**config.mk**
```make
export PLATFORM = sky130hd
export DESIGN_NAME = dram_mig_nport_adapter
export DESIGN_NICKNAME = d
export VERILOG_FILES = /design/src/rtl/dram_mig_nport_adapter.sv
export SDC_FILE = /design/constraint.sdc
export NUM_CORES = 1
export LEC_CHECK = 0
export ABC_AREA = 1
export ABC_CLOCK_PERIOD_IN_PS = 4250
export BUFFER_PORTS_ARGS = -buffer_cell sky130_fd_sc_hd__buf_2
export CORE_AREA = 2 2 399 401
export CTS_CLUSTER_DIAMETER = 60
export CTS_CLUSTER_SIZE = 25
export DETAILED_ROUTE_END_ITERATION = 8
export DIE_AREA = 0 0 401 403
export GPL_TIMING_DRIVEN = 0
export PLACE_DENSITY = 0.39
export SLEW_MARGIN = 10
export SYNTH_ARGS = -nofsm -noshare
export SYNTH_HDL_FRONTEND = slang
export SYNTH_SLANG_ARGS = --single-unit
```
**constraint.sdc**
```tcl
create_clock -name clk0 -period 4.25 [get_ports clk0]
set_input_delay 0 -clock clk0 [delete_from_list [all_inputs] [get_ports clk0]]
set_output_delay 0 -clock clk0 [all_outputs]
set_load 0.02 [all_outputs]
```
**src/rtl/dram_mig_nport_adapter.sv**
```systemverilog
// NPORT-client arbiter onto a single MIG app interface: serialises write bursts,
// caps outstanding reads and routes read beats back through an in-order tag FIFO.
module dram_mig_nport_adapter #(
  parameter int unsigned NPORT     = 2,
  parameter int unsigned ADDR_W    = 25,
  parameter int unsigned ADDRPAD   = 2,
  parameter int unsigned DW        = 128,
  parameter int unsigned BURST     = 2,
  parameter int unsigned RDQ_DEPTH = 8
) (
  input  logic                          clk0,
  input  logic                          rst0,
  input  logic [NPORT-1:0]              req_valid,
  output logic [NPORT-1:0]              req_ready,
  input  logic [NPORT-1:0]              req_we,
  input  logic [NPORT*ADDR_W-1:0]       req_addr,
  input  logic [NPORT*BURST*DW-1:0]     req_wdata,
  output logic [NPORT-1:0]              rsp_valid,
  output logic [DW-1:0]                 rsp_data,
  output logic                          rsp_last,
  output logic                          app_af_wren,
  output logic [30:0]                   app_af_addr,
  output logic [2:0]                    app_af_cmd,
  input  logic                          app_af_afull,
  output logic                          app_wdf_wren,
  output logic [DW-1:0]                 app_wdf_data,
  output logic [DW/8-1:0]               app_wdf_mask_data,
  input  logic                          app_wdf_afull,
  input  logic                          rd_data_valid,
  input  logic [DW-1:0]                 rd_data_fifo_out,
  output logic [$clog2(RDQ_DEPTH):0]    rd_outstanding,
  output logic                          protocol_err
);

  localparam int unsigned PW = (NPORT > 1) ? $clog2(NPORT) : 1;
  localparam int unsigned BW = (BURST > 1) ? $clog2(BURST) : 1;
  localparam int unsigned QW = $clog2(RDQ_DEPTH);
  localparam int unsigned CW = QW + 1;
  localparam int unsigned LW = BURST * DW;

  typedef enum logic [1:0] {S_IDLE, S_WDATA, S_CMD} state_t;

  state_t              r_state, w_state_nxt;
  logic [PW-1:0]       r_rr_ptr, r_win, w_win;
  logic                r_we;
  logic [ADDR_W-1:0]   r_addr;
  logic [LW-1:0]       r_wdata;
  logic [BW-1:0]       r_wbeat, r_rbeat;
  logic [PW-1:0]       r_tags [RDQ_DEPTH];
  logic [QW-1:0]       r_wptr, r_rptr;
  logic [CW-1:0]       r_count;
  logic [NPORT-1:0]    r_rsp_valid;
  logic [DW-1:0]       r_rsp_data;
  logic                r_rsp_last, r_perr;
  logic [NPORT-1:0]    w_elig;
  logic                w_found, w_tag_full, w_af_wren, w_wdf_wren;
  logic                w_push, w_rd_ok, w_pop;

  assign w_tag_full = (r_count == CW'(RDQ_DEPTH));
  assign w_elig     = req_valid & (req_we | {NPORT{~w_tag_full}});

  // Round-robin search starting at the pointer (port after the last grant)
  always_comb begin
    w_found = 1'b0;
    w_win   = '0;
    for (int i = 0; i < int'(NPORT); i++) begin
      if (!w_found && w_elig[PW'((int'(r_rr_ptr) + i) % NPORT)]) begin
        w_found = 1'b1;
        w_win   = PW'((int'(r_rr_ptr) + i) % NPORT);
      end
    end
  end

  always_ff @(posedge clk0) begin
    if (rst0) r_state <= S_IDLE;
    else      r_state <= w_state_nxt;
  end

  always_comb begin
    w_state_nxt = r_state;
    w_af_wren   = 1'b0;
    w_wdf_wren  = 1'b0;
    case (r_state)
      S_IDLE:  if (w_found) w_state_nxt = req_we[w_win] ? S_WDATA : S_CMD;
      S_WDATA: if (!app_wdf_afull) begin
        w_wdf_wren = 1'b1;
        if (r_wbeat == BW'(BURST - 1)) w_state_nxt = S_CMD;
      end
      S_CMD:   if (!app_af_afull) begin
        w_af_wren   = 1'b1;
        w_state_nxt = S_IDLE;
      end
      default: w_state_nxt = S_IDLE;
    endcase
  end

  // Grant capture and write-beat sequencing
  always_ff @(posedge clk0) begin
    if (rst0) begin
      r_rr_ptr <= '0;
      r_win    <= '0;
      r_we     <= 1'b0;
      r_addr   <= '0;
      r_wdata  <= '0;
      r_wbeat  <= '0;
    end else begin
      if (r_state == S_IDLE && w_found) begin
        r_win    <= w_win;
        r_we     <= req_we[w_win];
        r_addr   <= req_addr[int'(w_win)*ADDR_W +: ADDR_W];
        r_wdata  <= req_wdata[int'(w_win)*LW +: LW];
        r_rr_ptr <= (int'(w_win) == int'(NPORT) - 1) ? '0 : PW'(int'(w_win) + 1);
      end
      if (w_wdf_wren)
        r_wbeat <= (r_wbeat == BW'(BURST - 1)) ? '0 : r_wbeat + 1'b1;
    end
  end

  assign w_push  = w_af_wren && !r_we;
  assign w_rd_ok = rd_data_valid && (r_count != '0);
  assign w_pop   = w_rd_ok && (r_rbeat == BW'(BURST - 1));

  always_ff @(posedge clk0) begin
    if (w_push) r_tags[r_wptr] <= r_win;
  end

  // Tag FIFO pointers and read-return path
  always_ff @(posedge clk0) begin
    if (rst0) begin
      r_wptr      <= '0;
      r_rptr      <= '0;
      r_count     <= '0;
      r_rbeat     <= '0;
      r_rsp_valid <= '0;
      r_rsp_data  <= '0;
      r_rsp_last  <= 1'b0;
      r_perr      <= 1'b0;
    end else begin
      if (w_push) r_wptr <= r_wptr + 1'b1;
      if (w_pop)  r_rptr <= r_rptr + 1'b1;
      case ({w_push, w_pop})
        2'b10:   r_count <= r_count + 1'b1;
        2'b01:   r_count <= r_count - 1'b1;
        default: r_count <= r_count;
      endcase
      r_rsp_valid <= '0;
      r_rsp_last  <= 1'b0;
      if (rd_data_valid) r_rsp_data <= rd_data_fifo_out;
      if (w_rd_ok) begin
        r_rsp_valid <= NPORT'(1) << r_tags[r_rptr];
        r_rsp_last  <= w_pop;
        r_rbeat     <= w_pop ? '0 : r_rbeat + 1'b1;
      end else if (rd_data_valid) begin
        r_perr <= 1'b1;
      end
    end
  end

  assign req_ready         = w_af_wren ? (NPORT'(1) << r_win) : '0;
  assign app_af_wren       = w_af_wren;
  assign app_af_addr       = w_af_wren ? (31'(r_addr) << ADDRPAD) : '0;
  assign app_af_cmd        = (w_af_wren && !r_we) ? 3'b001 : 3'b000;
  assign app_wdf_wren      = w_wdf_wren;
  assign app_wdf_data      = w_wdf_wren ? r_wdata[int'(r_wbeat)*DW +: DW] : '0;
  assign app_wdf_mask_data = '0;
  assign rsp_valid         = r_rsp_valid;
  assign rsp_data          = r_rsp_data;
  assign rsp_last          = r_rsp_last;
  assign rd_outstanding    = r_count;
  assign protocol_err      = r_perr;

endmodule

```
==> results of run 1 <==
final cells by class:
type / count / area (µm²)
tap: 2072 / 2592
inverter: 56 / 211.5
antenna: 27 / 67.56
clock inverter: 41 / 569.3
sequential: 441 / 8909
multi-input combinational: 2623 / 11070
fill: 17940 / 118200
clock buffer: 78 / 1767
timing repair buffer: 1730 / 12390
buffer: 299 / 1657
registers in the layout, indices dropped and copies added (netlist names), 2 cells and up, named ones only:
name / flops
r_wdata: 256
r_tags: 8
r_state: 2
rsp_valid: 2
r_rptr: 3
rd_outstanding: 4
r_wptr: 3
rsp_data: 128
r_addr: 25
timing repair:
action / in CTS / in global routing
hold endpoints to repair: 415 / 0
buffers inserted: 0 / 0
hold buffers: 737 / 0
routing by layer:
metal  routed length, µm  global-route usage, %
met2               77420                  33.11
met4                7517                  8.461
met3               11280                  5.194
met1               62900                  21.41
met5                 276                      0
worst max path at each step:
stage          slack [ps]        from                end
2_1_floorplan        2000  r_state[1]  rd_outstanding[2]
3_3_place_gp          160     r_wbeat  app_wdf_data[127]
3_5_place_dp         1180     r_wbeat  app_wdf_data[127]
4_1_cts               430     r_wbeat  app_wdf_data[127]
5_1_grt               580     r_wbeat  app_wdf_data[127]
6_report              700     r_wbeat  app_wdf_data[127]
metrics by stage:
step	util, %	cell area, µm²	power, mW	hold slack [ps]	cells
2_1_floorplan	-	21840	6.892	58.17	3419
5_1_grt	24.89	39200	16.03	94.55	7353
3_5_place_dp	18.70	29450	8.609	227.7	6484
6_report	24.91	39230	15.24	117.0	7367
4_1_cts	24.87	39160	15.48	21.04	7340
3_3_place_gp	18.66	29390	8.584	225.8	6481
layout by cell type (no fill, tap or decap), types with 7 or more instances in the layout:
cell type      Yosys  final
o21ai_0          140    140
dlygate4sd3_1      0    737
edfxtp_1           8      8
conb_1             1     24
bufinv_16          0      9
clkbuf_16          0     66
inv_1             52     52
dfxtp_1          433    433
diode_2            0     27
nand3_1          293    293
clkbuf_8           0      7
a21oi_1          422    422
buf_6             24     24
inv_6              0      9
buf_4             62     62
buf_2             93   1083
nand2_1         1405   1405
clkbuf_1         117    118
nor2_1           309    309
worst register-to-register path, cell delays in order, from the launching register on:
cell           delay, ps
dfxtp_1              320
inv_1                 80
nor2_2               280
nand3_2              140
nand3_2              150
buf_2                490
buf_2                370
nand3_1              230
nand2_1              170
dlygate4sd3_1        620
nand2_1              100
a21oi_1              130
cell usage after synthesis:
master and count:
xnor2_1 1, buf_6 24, a31oi_1 1, or2_2 2, inv_1 52, clkbuf_1 117, buf_1 3, buf_2 93
nor3_2 1, a22o_1 1, clkinv_2 1, o21a_1 1, nand2_2 2, o221ai_1 1, nor2_1 309, xor2_1 2
nand3_1 293, nor2_2 1, buf_4 62, ha_1 5, nand2_1 1405, edfxtp_1 8, o22ai_1 1, nand3_2 3
nor2_4 2, o21ai_0 140, nor3_1 3, nand4_1 1, inv_2 3, dfxtp_1 433, conb_1 1, nand2_4 2
a21oi_1 422
kinds of logic after synthesis:
| group | Yosys count | synth area share (%) |
|---|---|---|
| other cells | 1 | 0.01724 |
| flops | 441 | 40.95 |
| compound gates | 567 | 13.10 |
| buf+inv | 355 | 8.565 |
| xor+xnor | 3 | 0.1208 |
| simple gates | 2024 | 36.95 |
| fa+ha+maj | 5 | 0.2876 |
power by group through the flow:
stage	registers, mW	logic (mW)	clock network [mW]
after floorplan	4.99	1.90	0
after global placement	4.98	3.61	0
after detailed placement	4.98	3.63	0
after CTS	4.90	4.41	6.17
after global routing	4.95	4.77	6.31
final	4.90	4.35	5.99
==> metrics.cfg, run 1 <==
[floorplanning]
start_util_pct=13.81
dieArea_mm2=0.1616
die_x_um=401
io_pins=1017
fp.dieH_um=403
core-area_mm2=0.1575
row_count=146

[run]
drv_cap=0

[setup_path]
worst-r2r-cell-count=11
path_delay_family=buffers and inverters
required_ps=4250
critical-path-max-stage-delay_ps=870
critical_path_depth=6
cp.buffers_inverters=4
crit_chain=clkbuf_2, buf_12, clkbuf_1, nand2_1, a21oi_1, buf_2
r2r-end=r_wdata[162]
critPathCaptureType=primary output
critPathSlowestCell=clkbuf_1
cp_max_fo=10
path_class=flip-flop to primary output
worstPathArrival_ps=3550
start_kind=flip-flop
r2r_slack_ps=1110
r2r_start=rd_outstanding[3]

[power_and_ir_drop]
seqPwrFrac_pct=32.2
power_density_mw_per_mm2=388.5
peakVddDrop_mv=0.2632
power.share.clock_pct=39.3
combPwrFrac_pct=28.5
leakagePower_nw=18.36
swShare_pct=34.38
intPower_mw=10.00
p_switching_mw=5.239

[min_path]
hold_path_class=input pin to flip-flop
whs_path_depth=4
worstHoldStart=rd_data_fifo_out[113]
whs_endpoint=rsp_data[113]

[placed_design]
io_buffers=990
dp_worst_setup_slack_ps=1179
gp_congestion=0.9103
dp.final_hpwl_mm=129.3

[global_route]
grt_pass1_vias=30330
grt_max_degree=15
grt_pass1_wl_mm=218.9
track_usage_pct=18.94
grt_overflow=0
antenna_found_initial=80

[sta]
rsz0062_at_grt=no
slew_violations=0
fin_skew_ps=29.04
max_freq_mhz=281.9
finalHoldViolCount=0
setup_ws_ps=702.4
period_share_pct=83.47
finalSetupViolations=0
tightest_slew_ps=1232
period_needed_ps=3548
setup_tns_ps=0
slew_headroom_pct=17.85

[drt]
drt-total-wl_mm=159.4
wl_per_cell_um=21.64
drt-pass1-iter-count=7
drt_iter0_drc=1957
drc=0
num_vias=30140
vias_per_cell=4.091
ant_nets=0

[synth]
yosys_register_bits=441
ys.warnings.count=0
synth_area_leaders=dfxtp_1 (40%), nand2_1 (24%), a21oi_1 (9.7%)
ys_types=33
yosys.area.top_type=dfxtp_1
syn-cell-area_mm2=0.02175
synthCells=3396
ys_seq_area_share_pct=40.95
synth_top_area_share_pct=39.85
avgSynthCellArea_um2=6.405

[clock_network]
cts-buffers-inserted=66
numClockSinks=441
cts_buffer_depth=3
clk_pin_slew_worst_paths_ps=60
clock-root-buffer=clkbuf_16
clock_latency_ps=650
htree_num_levels=3
cts_tree=built
cts_resized=0

[final_layout]
nNetsFinal=5921
layout-drive-gt1-share_pct=24.81
syn_to_final_growth_pct=80.36

[run_status]
status=finished clean

Note: power is estimated with default switching activity, not from simulation.
==> run 2, diff against run 1 <==
==> config.mk (replaced) <==
export PLATFORM = sky130hd
export DESIGN_NAME = dram_mig_nport_adapter
export DESIGN_NICKNAME = d
export VERILOG_FILES = /design/src/rtl/dram_mig_nport_adapter.sv
export SDC_FILE = /design/constraint.sdc
export NUM_CORES = 1
export LEC_CHECK = 0
export ABC_AREA = 0
export ABC_CLOCK_PERIOD_IN_PS = 3420
export BUFFER_PORTS_ARGS = -buffer_cell sky130_fd_sc_hd__buf_2
export CORE_AREA = 2 2 396 398
export CTS_CLUSTER_DIAMETER = 60
export CTS_CLUSTER_SIZE = 25
export DETAILED_ROUTE_END_ITERATION = 8
export DIE_AREA = 0 0 398 400
export GPL_TIMING_DRIVEN = 0
export PLACE_DENSITY = 0.37
export SLEW_MARGIN = 10
export SYNTH_ARGS = -nofsm -noshare
export SYNTH_HDL_FRONTEND = slang
export SYNTH_SLANG_ARGS = --single-unit
==> constraint.sdc (replaced) <==
create_clock -name clk0 -period 3.42 [get_ports clk0]
set_input_delay 0 -clock clk0 [delete_from_list [all_inputs] [get_ports clk0]]
set_output_delay 0 -clock clk0 [all_outputs]
set_load 0.02 [all_outputs]
==> metrics.cfg, run 2 <==
[setup_path]
worstPathArrival_ps=3830
critPathCaptureType=flip-flop
path_class=flip-flop to flip-flop
required_ps=3950
cp_max_fo=11
start_kind=flip-flop

[clock_network]
htree_num_levels=3
clk_pin_slew_worst_paths_ps=60
cts_buffer_depth=3
clock-root-buffer=clkbuf_16
cts_tree=built
clock_latency_ps=660
numClockSinks=441
cts-buffers-inserted=71

[floorplanning]
core-area_mm2=0.1551
fp.dieH_um=400
start_util_pct=12.17
row_count=145
die_x_um=398
dieArea_mm2=0.1592
io_pins=1017

[global_route]
grt_pass1_wl_mm=174.4
grt_overflow=0
antenna_found_initial=61
track_usage_pct=15.52
grt_max_degree=13
grt_pass1_vias=22800

[drt]
drc=0
drt_iter0_drc=1140
drt-total-wl_mm=129.7
num_vias=22080
wl_per_cell_um=22.32
vias_per_cell=3.801
drt-pass1-iter-count=5
ant_nets=0

[sta]
max_freq_mhz=303.0
period_share_pct=96.50
finalHoldViolCount=0
finalSetupViolations=0
slew_headroom_pct=19.53
slew_violations=0
holdWs_ps=96.42
period_needed_ps=3300
rsz0062_at_grt=no
tightest_slew_ps=1207
fin_skew_ps=36.52

[power_and_ir_drop]
intPower_mw=12.02
power_density_mw_per_mm2=470.9
leakagePower_nw=16.60
combPwrFrac_pct=20.6
swShare_pct=30.11
p_switching_mw=5.178
seqPwrFrac_pct=35.1
power.share.clock_pct=44.3
peakVddDrop_mv=0.3675

[synth]
ys_types=41
synthCells=1833
ys.warnings.count=0
synth_area_leaders=dfxtp_1 (46%), a221o_1 (15%), mux2i_1 (14%)
yosys-top-cells-count=dfxtp_1 (433), and2_1 (307), a221o_1 (281), nor2_1 (279), mux2i_1 (261)
synth_top_area_share_pct=45.92
yosys_register_bits=441
yosysMostFrequentCell=dfxtp_1
yosys.area.top_type=dfxtp_1
avgSynthCellArea_um2=10.30
ys_seq_area_share_pct=47.20
synth_edf_count=8
ys_async_sr_fraction_pct=0
syn-cell-area_mm2=0.01888
ys.flop_type=dfxtp_1

[final_layout]
final_cell_mix=buf_2 (1018), dlygate4sd3_1 (736), dfxtp_1 (433), and2_1 (307), a221o_1 (281)
nNetsFinal=4360
largest_register_ffs=256
nFillCells=17030
layout-drive-gt1-share_pct=32.80
final_common_cell=buf_2
finalNonFillerCells=5810
regMostFlops=r_wdata
syn_to_final_growth_pct=93.49

[run_status]
status=finished clean

[placed_design]
placed_cells=4906
gp_congestion=0.8706
io_buffers=990
dp.final_hpwl_mm=102.8

[run]
drv_cap=0

[min_path]
hold_path_class=input pin to flip-flop

-- run 2: cell count changes after synthesis, moves of 48 or more --
cell     delta
and2_1    +307
inv_1      -48
buf_2      -67
o21ai_0   -136
a21oi_1   -412
a221o_1   +281
mux2i_1   +261
nand2_1  -1398
nand3_1   -293
-- run 2: repair_timing --
item                                    4_1_cts  5_1_grt
setup buffers                                 0        0
hold buffers                                736        0
endpoints found under the setup margin       14       83
gates resized for setup                       6       29
endpoints found under the hold margin       419        0
-- run 2: path summary, 6_finish.rpt --
check | end | cells after the start | startpoint | slack, ps
max | r_wdata[0] | 8 | rd_outstanding[3] | 120
min | r_rbeat | 3 | rst0 | 100
max reg2reg | r_wdata[0] | 8 | rd_outstanding[3] | 120
min reg2reg | rsp_data[100] | 2 | rsp_data[100] | 490
-- run 2: cells by family after synthesis --
family	Yosys count	share of synthesized area, %
xor+xnor	10	0.4640
mux	263	14.08
buf+inv	189	5.382
other cells	1	0.01987
compound gates	303	15.62
flops	441	47.20
fa+ha+maj	5	0.3314
simple gates	621	16.91
-- run 2: area by class of cell --
class | count | area (µm²) | area share (%)
Antenna cell | 39 | 97.59 | 0.2672
Buffer | 184 | 1039 | 2.843
Clock buffer | 84 | 1887 | 5.166
Clock inverter | 46 | 570.5 | 1.562
Inverter | 4 | 15.01 | 0.04111
Multi-Input combinational cell | 1226 | 9061 | 24.81
Sequential cell | 441 | 8909 | 24.39
Tap cell | 2058 | 2575 | 7.050
Timing Repair Buffer | 1728 | 12370 | 33.87
-- run 2: critical path, stage by stage, from the launching register on --
cell and delay (ps):
dfxtp_1 480, or4b_4 540, o211a_1 290, o21ai_1 130, nor2_1 90, clkbuf_4 330
buf_2 340, a221o_1 380, dlygate4sd3_1 550
-- run 2: power groups by stage --
stage,combinational [mW],clock [mW],sequential (mW)
5_1_grt,3.80,8.06,6.09
6_report,3.54,7.62,6.04
2_1_floorplan,1.31,0,6.08
3_3_place_gp,2.68,0,6.14
3_5_place_dp,2.69,0,6.13
4_1_cts,3.56,7.86,6.03
-- run 2: per-layer routing --
metal	GRT usage [%]	part of all wire, %	vias to the layer above
met3	4.018	7.3	165
met5	0	0.075	-
met4	4.586	2.6	16
met2	26.97	49	890
met1	18.68	41	10700
li1	-	-	10310
-- run 2: through the flow --
step           total power [mW]  setup slack, ps  setup TNS, ps  area, µm²  util [%]
6_report                  17.20            119.6              0      36520     23.55
5_1_grt                   17.95            7.827              0      36470     23.51
4_1_cts                   17.46            6.111              0      36390     23.46
3_5_place_dp              8.820            14.85              0      26550     17.11
3_3_place_gp              8.817           -871.3         -26190      26490     17.08
2_1_floorplan             7.392            699.4              0      18960         -
